[config.mk]
export PLATFORM = sky130hd
export DESIGN_NAME = trig_window_match
export DESIGN_NICKNAME = d
export VERILOG_FILES = /design/src/rtl/trig_window_match.sv
export SDC_FILE = /design/constraint.sdc
export NUM_CORES = 1
export LEC_CHECK = 0
export BUFFER_PORTS_ARGS = -buffer_cell sky130_fd_sc_hd__buf_2
export CAP_MARGIN = 40
export CORE_UTILIZATION = 50
export DETAILED_ROUTE_END_ITERATION = 8
export GPL_TIMING_DRIVEN = 0
export PLACE_DENSITY = 0.7
export SYNTH_ARGS = -nofsm -noshare
export SYNTH_HDL_FRONTEND = slang
export SYNTH_SLANG_ARGS = --single-unit
[constraint.sdc]
create_clock -name clk -period 5.8 [get_ports clk]
set_input_delay 0.58 -clock clk [delete_from_list [all_inputs] [get_ports clk]]
set_output_delay 0.58 -clock clk [all_outputs]
set_load 0.02 [all_outputs]
[src/rtl/trig_window_match.sv]
// Trigger-matching window: on an accepted trigger computes a wrap-aware [start, stop] window on the
// circular coarse-time axis, flags in-window channel hits, counts them, and closes after stop + CLOSE_DLY.
module trig_window_match #(
    parameter int unsigned WIDTH     = 12,
    parameter int unsigned NCH       = 4,
    parameter int unsigned CNT_W     = 8,
    parameter int unsigned CLOSE_DLY = 4
) (
    input  logic                 clk,
    input  logic                 rst,
    input  logic                 enable,
    input  logic                 trig_valid,
    input  logic [WIDTH-1:0]     trig_time,
    input  logic [WIDTH-1:0]     match_offset,
    input  logic [WIDTH-1:0]     match_window,
    input  logic [WIDTH-1:0]     coarse_now,
    input  logic [NCH-1:0]       hit_valid,
    input  logic [NCH*WIDTH-1:0] hit_time,
    output logic [NCH-1:0]       hit_match,
    output logic                 win_open,
    output logic [WIDTH-1:0]     win_start,
    output logic [WIDTH-1:0]     win_stop,
    output logic [CNT_W-1:0]     match_count,
    output logic                 win_done,
    output logic                 trig_lost
);

    localparam logic [1:0] S_IDLE = 2'd0;
    localparam logic [1:0] S_CALC = 2'd1;
    localparam logic [1:0] S_OPEN = 2'd2;
    localparam logic [1:0] S_DONE = 2'd3;

    localparam logic [CNT_W:0] CNT_MAX = {1'b0, {CNT_W{1'b1}}};

    logic [1:0]       r_state;
    logic [1:0]       w_state_nxt;
    logic [WIDTH-1:0] r_trig_time;
    logic [WIDTH-1:0] r_offset;
    logic [WIDTH-1:0] r_window;
    logic [WIDTH-1:0] r_win_start;
    logic [WIDTH-1:0] r_win_stop;
    logic [CNT_W-1:0] r_match_count;
    logic [NCH-1:0]   r_hit_match;
    logic             r_trig_lost;

    logic             w_trig_acc;
    logic [WIDTH-1:0] w_start_calc;
    logic [WIDTH-1:0] w_close_time;
    logic [NCH-1:0]   w_match;
    logic [CNT_W:0]   w_pop_cnt;
    logic [CNT_W:0]   w_sum;

    assign w_trig_acc   = trig_valid & enable;
    assign w_start_calc = r_trig_time - r_offset;
    assign w_close_time = r_win_stop + WIDTH'(CLOSE_DLY);

    // Range test wraps when start > stop: the window then covers [start, max] and [0, stop].
    always_comb begin
        // NOTE: every combinational output gets a default first so no path can infer a latch.
        w_match   = '0;
        w_pop_cnt = '0;
        for (int i = 0; i < NCH; i++) begin
            if (r_win_start <= r_win_stop)
                w_match[i] = (hit_time[i*WIDTH +: WIDTH] >= r_win_start) &&
                             (hit_time[i*WIDTH +: WIDTH] <= r_win_stop);
            else
                w_match[i] = (hit_time[i*WIDTH +: WIDTH] >= r_win_start) ||
                             (hit_time[i*WIDTH +: WIDTH] <= r_win_stop);
            w_match[i] = w_match[i] & hit_valid[i] & (r_state == S_OPEN);
            w_pop_cnt  = w_pop_cnt + (CNT_W+1)'(w_match[i]);
        end
        w_sum = {1'b0, r_match_count} + w_pop_cnt;
    end

    always_comb begin
        w_state_nxt = r_state;
        case (r_state)
            S_IDLE:  if (w_trig_acc) w_state_nxt = S_CALC;
            S_CALC:  w_state_nxt = S_OPEN;
            S_OPEN:  if (coarse_now == w_close_time) w_state_nxt = S_DONE;
            default: w_state_nxt = S_IDLE;
        endcase
    end

    always_ff @(posedge clk) begin
        // NOTE: sequential state uses non-blocking assignments so every register samples pre-edge values.
        if (rst) begin
            r_state       <= S_IDLE;
            r_trig_time   <= '0;
            r_offset      <= '0;
            r_window      <= '0;
            r_win_start   <= '0;
            r_win_stop    <= '0;
            r_match_count <= '0;
            r_hit_match   <= '0;
            r_trig_lost   <= 1'b0;
        end else begin
            r_state     <= w_state_nxt;
            r_hit_match <= w_match;
            r_trig_lost <= w_trig_acc & (r_state != S_IDLE);
            if (r_state == S_IDLE && w_trig_acc) begin
                r_trig_time <= trig_time;
                r_offset    <= match_offset;
                r_window    <= match_window;
            end
            if (r_state == S_CALC) begin
                r_win_start   <= w_start_calc;
                r_win_stop    <= w_start_calc + r_window;
                r_match_count <= '0;
            end else if (|w_match) begin
                r_match_count <= (w_sum > CNT_MAX) ? CNT_MAX[CNT_W-1:0] : w_sum[CNT_W-1:0];
            end
        end
    end

    assign hit_match   = r_hit_match;
    assign win_open    = (r_state == S_OPEN);
    assign win_done    = (r_state == S_DONE);
    assign win_start   = r_win_start;
    assign win_stop    = r_win_stop;
    assign match_count = r_match_count;
    assign trig_lost   = r_trig_lost;

endmodule

==> reports/qor.yml <==
outcome:
  status: "complete, no violations"
worst_setup_path:
  crit_arrival_ns: 4.97
  slowest_stage: "fa_1"
  critPathMostFrequentCell: "inv_1"
  cp.required_ns: 6.04
  crit_fanout: 6
  critPathLaunchType: "flop"
  cp_cell_sequence: "inv_1 -> ha_1 -> and2_2 -> a221o_1 -> nand2_1 -> a31oi_1 -> o311a_1 -> nor2_1 -> inv_1 -> fa_1 -> inv_1 -> fa_1 -> inv_1 -> fa_1 -> and3_1 -> nand3_1 -> or4b_1 -> and3_1"
  critical-path-max-stage-delay_ns: 0.49
  endpoint_kind: "flop"
  path_class: "reg -> reg"
timing:
  setup_ws_ns: 1.076
  worst_pin_slew_ns: 0.7656
  drv_slew: 0
  rsz0062_at_grt: "false"
  fin_crit_ns: 4.724
  setup_viol: 0
  min_period_over_period_pct: 81.45
  setup_tns_ns: 0
  fmax_ghz: 0.2117
  hold_viol_final: 0
  clock_skew_ns: 0.009838
  relSlewSlack_pct: 48.96
synth:
  synth-seq-area-share_pct: 23.04
  avgSynthCellArea_um2: 8.290
  synth_top_cell_by_area: "ha_1"
  synth_nets: 1031
  netlist_instances: 786
  async_flop_share_pct: 0
  syn-cell-area_um2: 6516
  ys_types: 61
  synth_simple_gate_area_share_pct: 18.82
  yosys.area_share.xor_xnor_pct: 4.378
  synth_edf_count: 0
  ys.flop_type: "dfxtp_1"
  synth_fa_ha_area_share_pct: 27.65
  synth_compound_area_share_pct: 18.30
  synth_area_leaders: "ha_1 (26%), dfxtp_1 (23%), a21oi_1 (6.5%)"
  synth_top_family_by_area: "adder cells"
  synth.area.mux_share_pct: 3.379
  synth_seq_cells: 75
  yosys_warnings: 0
  synth_top_area_share_pct: 26.11
place:
  hpwlAfterDp_um: 14520
  place_ws_ns: 0.9236
  dp.cells: 1100
  port-buffer-count: 142
  gp_congestion: 0.9168
power_and_ir_drop:
  intPower_mw: 1.747
  switchingPower_mw: 1.480
  power.share.clock_pct: 16.4
  leakage_nw: 3.487
  comb_power_share_pct: 60.8
  p_seq_share_pct: 22.9
  swShare_pct: 45.87
  ir_drop_v: 0.0003301
  power_density_nw_per_um2: 417.9
clocking:
  ctsHoldBuffers: 0
  cts_tree: "built"
  cts_root_buf: "clkbuf_16"
  clock_sinks: 75
  clock_latency_ns: 0.35
  clockBufferDepth: 2
  cts_resized: 0
  htree_levels: 3
  path_clk_slew_ns: 0.06
  numCtsBuffers: 9
  post_cts_buffers: 0
cells_and_area:
  nFillCells: 1186
  multiInputGateArea_um2: 4726
  drive_gt1_share_pct: 18.11
  num_antenna_cells: 0
  fin_nets: 1184
  finalNonFillerCells: 1116
  areaGrowthSynthToFinish_pct: 18.51
  ff_latch_area_um2: 1501
floorplanning:
  core_area_um2: 12670
  dieHeight_um: 116.2
  row_count: 41
  start_util_pct: 51.43
  pin_count: 143
  die_w_um: 116.2
  dieArea_um2: 13490
detailed_routing:
  viasPerCell: 5.556
  ant_nets: 0
  wl_per_cell_um: 15.89
  drt-initial-drc-count: 283
  routed_wl_um: 17740
  drc: 0
  drtPass1Iterations: 6
  vias: 6200
global_route:
  grt_max_degree: 13
  overflow: 0
  antenna_found_initial: 0
  grt_pass1_wl_um: 27830
  first_global_vias: 5727
  grt_usage_pct: 27.35
flow_run:
  cap_violations: 0
min_path:
  min_path_type: "reg -> reg"
cell usage after synthesis (2+ instances only):
cell      instances
and4_1            3
a31oi_1           8
nor2b_1           8
and3_1            5
fa_1              5
nor4bb_1          2
o31a_1            2
and2_1            2
clkbuf_1         16
inv_1            52
or3_1             4
xnor2_1          26
nor4_1            6
dfxtp_1          75
nand4_1          19
a211oi_1         12
o311ai_0          3
o211ai_1         11
o211a_1           2
a21o_1           13
a211o_1           4
a211o_2           2
nand2b_1          7
a21oi_1          85
mux2i_1          22
ha_1            136
a41o_1            2
xor2_1            4
nand2_1          99
o21bai_1          8
nand3_1          23
nor2_1           54
a311oi_1          2
buf_6             2
o21ai_0          20
nor3_1           13
nor3b_1           5
cell type report:
type	count	area share, %
Multi-Input combinational cell	639	61.20
Sequential cell	75	19.44
Clock buffer	11	3.273
Buffer	20	1.215
Timing Repair Buffer	142	9.203
Tap cell	172	2.787
Inverter	52	2.528
Clock inverter	5	0.3564
critical path: cells and delay by family, from the launching register on:
family,cells,cell delay (ns)
buffers and inverters,4,0.47
AO/OA/AOI/OAI,3,0.74
AND/OR/NAND/NOR,7,1.51
adder cells (fa/ha/maj),4,1.45
flip-flops,1,0.47
state kept, by name (all words and copies together) (netlist names):
name and cells:
win_stop 12, r_state 2, r_trig_time 12, hit_match 4, r_window 12, trig_lost 1
win_start 12, r_offset 12, match_count 8
layer usage:
layer | routed length (um) | part of all wire [%] | global-route usage, % | vias to the layer above
li1 | - | - | - | 3161
met1 | 7936 | 45 | 34.08 | 2854
met4 | 357 | 2.0 | 9.573 | 0
met3 | 791 | 4.5 | 4.774 | 25
met2 | 8650 | 49 | 47.46 | 160
met5 | 0 | 0 | 0 | -
power groups by stage:
stage / registers, mW / clock network (mW) / logic (mW)
final: 0.738 / 0.528 / 1.96
after floorplan: 0.788 / 0 / 1.37
after CTS: 0.737 / 0.537 / 1.96
after detailed placement: 0.747 / 0 / 1.94
after global placement: 0.745 / 0 / 1.91
after global routing: 0.753 / 0.559 / 2.19
worst paths after layout:
check        cells past startpoint              to         from  slack, ns
min                              2     r_offset[6]  r_offset[6]       0.46
max reg2reg                     18  match_count[6]  win_stop[7]       1.08
max                             18  match_count[6]  win_stop[7]       1.08
min reg2reg                      2     r_offset[6]  r_offset[6]       0.46
metrics by stage:
step	cell area [um2]	total power, mW	utilization (%)	hold slack [ns]
final	7722	3.227	60.95	0.4557
after global routing	7722	3.503	60.95	0.4612
after CTS	7722	3.231	60.95	0.4551
after detailed placement	7442	2.691	58.73	0.4475
after global placement	7442	2.650	58.73	0.4432
after floorplan	6516	2.160	-	0.4363
kinds of logic (layout without fill, tap and decap cells):
family | Yosys count | in the layout
flops | 75 | 75
xor+xnor | 31 | 31
simple gates | 258 | 258
mux | 22 | 22
compound gates | 187 | 187
fa+ha+maj | 141 | 141
buf+inv | 72 | 230
cell usage in the layout, fill, tap and decap left out, drive strengths merged, types with 22 or more instances in the layout:
master / netlist / final
clkbuf: 16 / 27
buf: 4 / 146
ha: 136 / 136
nand2: 99 / 99
dfxtp: 75 / 75
a21oi: 85 / 85
xnor2: 26 / 26
inv: 52 / 52
nor2: 54 / 54
mux2i: 22 / 22
nand3: 23 / 23
No activity file was read; power rests on OpenSTA's default activity.
